$ cat src/rtl/mem_access_pkg.sv
// Shared types and constants for the load/store memory access controller.
// Contents: FSM state type, RV32I load/store funct3 encodings, and a
// helper that says whether a funct3 is legal for a load or for a store.
package mem_access_pkg;

  typedef enum logic [2:0] {
    IDLE,
    READ,
    WAIT,
    WRITE,
    RESP
  } state_t;

  localparam logic [2:0] F3_B  = 3'b000;
  localparam logic [2:0] F3_H  = 3'b001;
  localparam logic [2:0] F3_W  = 3'b010;
  localparam logic [2:0] F3_BU = 3'b100;
  localparam logic [2:0] F3_HU = 3'b101;

  function automatic logic is_legal_funct3(input logic we, input logic [2:0] f3);
    if (we) return (f3 == F3_B) || (f3 == F3_H) || (f3 == F3_W);
    return (f3 == F3_B) || (f3 == F3_H) || (f3 == F3_W) ||
           (f3 == F3_BU) || (f3 == F3_HU);
  endfunction

endpackage

$ cat src/rtl/mem_lane_align.sv
// Combinational lane alignment for byte/half/word accesses on a 32-bit word.
// Ports:
//   word        in  32  word read from memory
//   addr        in  2   byte offset within the word
//   funct3      in  3   RV32I size/sign encoding
//   wdata       in  32  store data, right-aligned
//   load_data   out 32  selected lane, sign/zero extended (word passes through)
//   merged_word out 32  word with the store lane replaced by wdata
module mem_lane_align
  import mem_access_pkg::*;
(
  input  logic [31:0] word,
  input  logic [1:0]  addr,
  input  logic [2:0]  funct3,
  input  logic [31:0] wdata,
  output logic [31:0] load_data,
  output logic [31:0] merged_word
);

  logic [7:0]  byte_lane;
  logic [15:0] half_lane;

  always_comb begin
    byte_lane = word[{addr, 3'b000} +: 8];
    half_lane = word[{addr[1], 4'b0000} +: 16];

    load_data = word;
    case (funct3)
      F3_B:    load_data = {{24{byte_lane[7]}}, byte_lane};
      F3_BU:   load_data = {24'b0, byte_lane};
      F3_H:    load_data = {{16{half_lane[15]}}, half_lane};
      F3_HU:   load_data = {16'b0, half_lane};
      default: load_data = word;
    endcase

    merged_word = word;
    case (funct3)
      F3_B:    merged_word[{addr, 3'b000} +: 8]    = wdata[7:0];
      F3_H:    merged_word[{addr[1], 4'b0000} +: 16] = wdata[15:0];
      default: merged_word = wdata;
    endcase
  end

endmodule

$ cat src/rtl/mem_access_ctrl.sv
// Load/store initiator for a single-port synchronous word memory.
// Byte-addressed LB/LH/LW/LBU/LHU/SB/SH/SW requests become word accesses;
// sub-word stores are done as read-modify-write.
// Ports:
//   clk, rst             clock (rising edge), synchronous active-high reset
//   req_valid/req_ready  request handshake; ready only while idle
//   req_we/req_funct3    store flag and RV32I size/sign encoding
//   req_addr/req_wdata   byte address and right-aligned store data
//   rsp_valid            one-cycle response pulse
//   rsp_err/rsp_rdata    error flag and load result, zero outside the pulse
//   memRead/memWrite     one-cycle memory strobes, never together
//   address/dataIn       word address and write data to memory
//   dataOut              memory read data, valid the cycle after memRead
module mem_access_ctrl
  import mem_access_pkg::*;
#(
  parameter int unsigned ADDR_WIDTH = 8,
  parameter int unsigned WORD_WIDTH = 32
) (
  input  logic                  clk,
  input  logic                  rst,
  input  logic                  req_valid,
  output logic                  req_ready,
  input  logic                  req_we,
  input  logic [2:0]            req_funct3,
  input  logic [31:0]           req_addr,
  input  logic [31:0]           req_wdata,
  output logic                  rsp_valid,
  output logic                  rsp_err,
  output logic [31:0]           rsp_rdata,
  output logic                  memRead,
  output logic                  memWrite,
  output logic [ADDR_WIDTH-1:0] address,
  output logic [31:0]           dataIn,
  input  logic [31:0]           dataOut
);

  if (WORD_WIDTH != 32) begin : g_width_check
    $error("mem_access_ctrl supports WORD_WIDTH == 32 only");
  end

  state_t      state;
  logic        we_q;
  logic [2:0]  f3_q;
  logic [1:0]  off_q;
  logic [31:0] wdata_q;
  logic        bad_req;
  logic [31:0] load_data;
  logic [31:0] merged_word;

  assign req_ready = (state == IDLE);

  always_comb begin
    bad_req = !is_legal_funct3(req_we, req_funct3) ||
              (((req_funct3 == F3_H) || (req_funct3 == F3_HU)) && req_addr[0]) ||
              ((req_funct3 == F3_W) && (req_addr[1:0] != 2'b00)) ||
              ((req_addr >> (ADDR_WIDTH + 2)) != 32'd0);
  end

  mem_lane_align u_align (
    .word        (dataOut),
    .addr        (off_q),
    .funct3      (f3_q),
    .wdata       (wdata_q),
    .load_data   (load_data),
    .merged_word (merged_word)
  );

  // Strobes and response fields default low each cycle, so each is only
  // high in the single state entered by the transition that sets it.
  always_ff @(posedge clk) begin
    if (rst) begin
      state     <= IDLE;
      we_q      <= 1'b0;
      f3_q      <= '0;
      off_q     <= '0;
      wdata_q   <= '0;
      rsp_valid <= 1'b0;
      rsp_err   <= 1'b0;
      rsp_rdata <= '0;
      memRead   <= 1'b0;
      memWrite  <= 1'b0;
      address   <= '0;
      dataIn    <= '0;
    end else begin
      memRead   <= 1'b0;
      memWrite  <= 1'b0;
      rsp_valid <= 1'b0;
      rsp_err   <= 1'b0;
      rsp_rdata <= '0;
      case (state)
        IDLE: begin
          if (req_valid) begin
            we_q    <= req_we;
            f3_q    <= req_funct3;
            off_q   <= req_addr[1:0];
            wdata_q <= req_wdata;
            address <= req_addr[ADDR_WIDTH+1:2];
            if (bad_req) begin
              state     <= RESP;
              rsp_valid <= 1'b1;
              rsp_err   <= 1'b1;
            end else if (req_we && (req_funct3 == F3_W)) begin
              state    <= WRITE;
              memWrite <= 1'b1;
              dataIn   <= req_wdata;
            end else begin
              state   <= READ;
              memRead <= 1'b1;
            end
          end
        end
        READ: state <= WAIT;
        WAIT: begin
          if (we_q) begin
            state    <= WRITE;
            memWrite <= 1'b1;
            dataIn   <= merged_word;
          end else begin
            state     <= RESP;
            rsp_valid <= 1'b1;
            rsp_rdata <= load_data;
          end
        end
        WRITE: begin
          state     <= RESP;
          rsp_valid <= 1'b1;
        end
        RESP:    state <= IDLE;
        default: state <= IDLE;
      endcase
    end
  end

  a_no_rd_wr : assert property (@(posedge clk) !(memRead && memWrite))
    else $error("memRead and memWrite asserted together");

endmodule
$ cat config.mk
export PLATFORM = sky130hd
export DESIGN_NAME = mem_access_ctrl
export DESIGN_NICKNAME = d
export VERILOG_FILES = /design/src/rtl/mem_access_pkg.sv /design/src/rtl/mem_lane_align.sv /design/src/rtl/mem_access_ctrl.sv
export SDC_FILE = /design/constraint.sdc
export NUM_CORES = 1
export LEC_CHECK = 0
export ABC_AREA = 0
export CORE_MARGIN = 5
export CORE_UTILIZATION = 32
export CTS_CLUSTER_SIZE = 40
export DETAILED_ROUTE_END_ITERATION = 10
export GPL_TIMING_DRIVEN = 0
export PLACE_DENSITY = 0.63
export SLEW_MARGIN = 25
export SYNTH_ARGS = -nofsm -noshare
export SYNTH_HDL_FRONTEND = slang
export SYNTH_HIERARCHICAL = 1
export SYNTH_SLANG_ARGS = --single-unit
$ cat constraint.sdc
create_clock -name clk -period 2.4 [get_ports clk]
set_input_delay 0.36 -clock clk [delete_from_list [all_inputs] [get_ports clk]]
set_output_delay 0.36 -clock clk [all_outputs]
set_load 0.02 [all_outputs]
==> flow_metrics.env <==
export IMPL_status="complete, no violations"
export IMPL_n_antenna_cell=0
export IMPL_crit_path_end_kind="register"
export IMPL_final_cell_mix="228 x nand2_1, 178 x clkdlybuf4s50_1, 115 x dfxtp_1"
export IMPL_clock_sinks=117
export IMPL_syn_nets=950
export IMPL_core_area_um2=20300
export IMPL_clock_skew_ns=0.00536
export IMPL_rrSetupSlack_ns=0.06
export IMPL_path_class="reg2reg"
export IMPL_timing_rr_start="off_q[0]$_SDFFE_PP0P_"
export IMPL_critPathSlowestCell="dfxtp_2"
export IMPL_power_mw=5.63
export IMPL_wl_per_cell_um=18.1
export IMPL_syn_to_final_growth_pct=42.6
export IMPL_hold_worst_slack_ns=0.458
export IMPL_finalSetupViolations=0
export IMPL_finalNetCount=1148
export IMPL_crit_path_start_kind="register"
export IMPL_min_path_type="reg2reg"
export IMPL_slew_viol_final=0
export IMPL_place_ws_ns=-0.440
export IMPL_nFillCells=2035
export IMPL_leakage_nw=3.79
export IMPL_chipWidth_um=154
export IMPL_insertion_delay_ns=0.42
export IMPL_crit_fanout=9
export IMPL_synth_seq_area_share_pct=35.5
export IMPL_die_area_um2=23600
export IMPL_drtPass1Iterations=6
export IMPL_wl_met1_um=10600
export IMPL_synth_area_um2=6600
export IMPL_fin_crit_sh_pct=97.3
export IMPL_cts_tree="done"
export IMPL_max_cap_violations=0
export IMPL_gp_congestion=0.897
export IMPL_crit_start="off_q[0]$_SDFFE_PP0P_"
export IMPL_synthFlopType="dfxtp_1"
export IMPL_ant_nets=0
export IMPL_path_clk_slew_ns=0.06
export IMPL_finalNonFillerCells=1323
export IMPL_ys_ff_latch=117
export IMPL_hp_start="wdata_q[20]$_SDFFE_PP0P_"
export IMPL_drt_iter0_markers=521
export IMPL_worstPathRequired_ns=2.77
export IMPL_synthCells=842
export IMPL_pin_count=180
export IMPL_yosys_warnings=6
export IMPL_tns_ns=0
export IMPL_gr_total_overflow=0
export IMPL_layout_setup_ws_ns=0.0646
export IMPL_ir_worst_vdd_mv=0.502
export IMPL_max_freq_ghz=0.428
export IMPL_place_area_um2=8720
export IMPL_fin_crit_ns=2.34
export IMPL_dp_hpwl_um=18600
export IMPL_cts_root_buffer="clkbuf_16"
export IMPL_grt_start_max_net_pins=17
export IMPL_routed_wirelength_um=23900
export IMPL_arrival_ns=2.71
export IMPL_reg2reg_depth=11
export IMPL_initial_core_util_pct=32.5
export IMPL_numPortBuffers=178
export IMPL_synth_area_per_cell_um2=7.84
export IMPL_fin_area_um2=9410
export IMPL_clockBufferDepth=2
export IMPL_rows=52
export IMPL_final_common_cell="nand2_1"
export IMPL_finalHoldViolCount=0
export IMPL_grt_usage_pct=19.5
export IMPL_async_reset_ff_share_pct=0
export IMPL_grt_pass1_wl_um=36400
export IMPL_yosysUniqueCellTypes=60
export IMPL_vias=6746
export IMPL_dp_cells=1290
export IMPL_utilization_pct=46.3
export IMPL_antenna_found_initial=0
export IMPL_synth_edf_count=0
export IMPL_fp_dieH_um=154
export IMPL_drc=0
export IMPL_rr_endpoint="dataIn[14]$_SDFFE_PP0P_"
export IMPL_slew_headroom_pct=47.6
export IMPL_crit_chain="buf_6, inv_1, ha_4, and2_1, nor3b_4, buf_4, a221oi_1, a211oi_1, nand2_1, a21oi_1, mux2_4"
export IMPL_power_density_nw_per_um2=599
export IMPL_cts_max_level=4
export IMPL_max_slew_worst_pin_slew_ns=0.780
export IMPL_top_layer="met4"
export IMPL_vias_per_cell=5.10
export IMPL_first_global_vias=6544
export IMPL_endpoint="dataIn[14]$_SDFFE_PP0P_"
export IMPL_drive_above_1_share_pct=11.8
export IMPL_critical_path_max_stage_delay_ns=0.38
export IMPL_dr_wl_met2_um=10700
export IMPL_wl_met3_um=1870
export IMPL_numCtsBuffers=17
-- logic make-up after synthesis --
family	synth area share, %
and+or+nand+nor	28.1
AOI/OAI and AO/OA	21.3
DFF	35.5
adders and majority gates	0.948
muxes	8.93
buffers and inverters	5.18
-- area by class of cell --
type	instances	area, um^2	share of cell area, %
Tap cell	270	338	3.59
Timing Repair Buffer	180	1800	19.1
Multi-Input combinational cell	652	3970	42.2
Clock buffer	19	453	4.82
Clock inverter	13	156	1.66
Buffer	64	312	3.31
Sequential cell	117	2340	24.9
Inverter	8	35.0	0.372
-- where the power goes --
group	internal (mW)	total, mW	switching, mW
Sequential	1.99	2.05	0.0566
Clock	1.68	2.61	0.932
Combinational	0.441	0.976	0.534
-- per-layer routing --
layer | GRT usage [%] | vias up
li1 | - | 3306
met3 | 5.68 | 46
met2 | 31.5 | 292
met5 | 0 | -
met1 | 24.9 | 3102
met4 | 6.85 | 0
-- cell usage after synthesis, drive strengths merged (4+ instances only) --
cell    number  area share, %
nand2      228             13
dfxtp      117             36
a21oi      104            8.1
clkbuf      35            2.0
and2        34            3.2
mux2        32            7.1
buf         29            2.6
nor2        26            1.5
nand2b      25            2.4
and2b       20            2.4
nor2b       19            1.8
o21ai       18            1.4
a22o        12            1.6
mux2i       12            1.8
a211o       10            1.3
a22oi       10            1.1
a211oi       8            1.1
a221o        8            1.2
a221oi       8            1.1
nand3        8           0.61
nor3         8           0.76
o22ai        8           0.76
inv          6           0.34
nor4         6           0.95
ha           5           0.95
o21a         5           0.57
a222oi       4           0.61
a32oi        4           0.53
-- flip-flops by register name (all words and copies together), names as in the netlist --
name,flops
dataIn,32
rsp_rdata,32
wdata_q,32
address,8
f3_q,3
state,3
off_q,2
memRead,1
memWrite,1
rsp_err,1
rsp_valid,1
we_q,1
-- worst min-delay path by stage --
stage          slack, ns                        to  cells past startpoint
3_5_place_dp        0.45   address[0]$_SDFFE_PP0P_                      2
3_3_place_gp        0.44   address[3]$_SDFFE_PP0P_                      2
5_1_grt             0.48  wdata_q[28]$_SDFFE_PP0P_                      2
2_1_floorplan       0.43      f3_q[0]$_SDFFE_PP0P_                      2
6_report            0.46  wdata_q[20]$_SDFFE_PP0P_                      2
4_1_cts             0.46  wdata_q[20]$_SDFFE_PP0P_                      2
-- worst max-delay path, delay by kind of cell, from the launching register on --
family          cells  cell delay [ns]
mux                 1             0.15
simple gates        3             0.51
flops               1             0.38
compound gates      3             0.50
fa+ha+maj           1             0.31
buf+inv             3             0.44
-- repair_timing --
item | 4_1_cts | 5_1_grt
pin swaps | 1 | 4
hold buffers | 0 | 0
endpoints found under the setup margin | 33 | 18
setup buffers | 0 | 2
endpoints found under the hold margin | 0 | 0
gates resized for setup | 12 | 5
(Power assumes the default switching activity.)
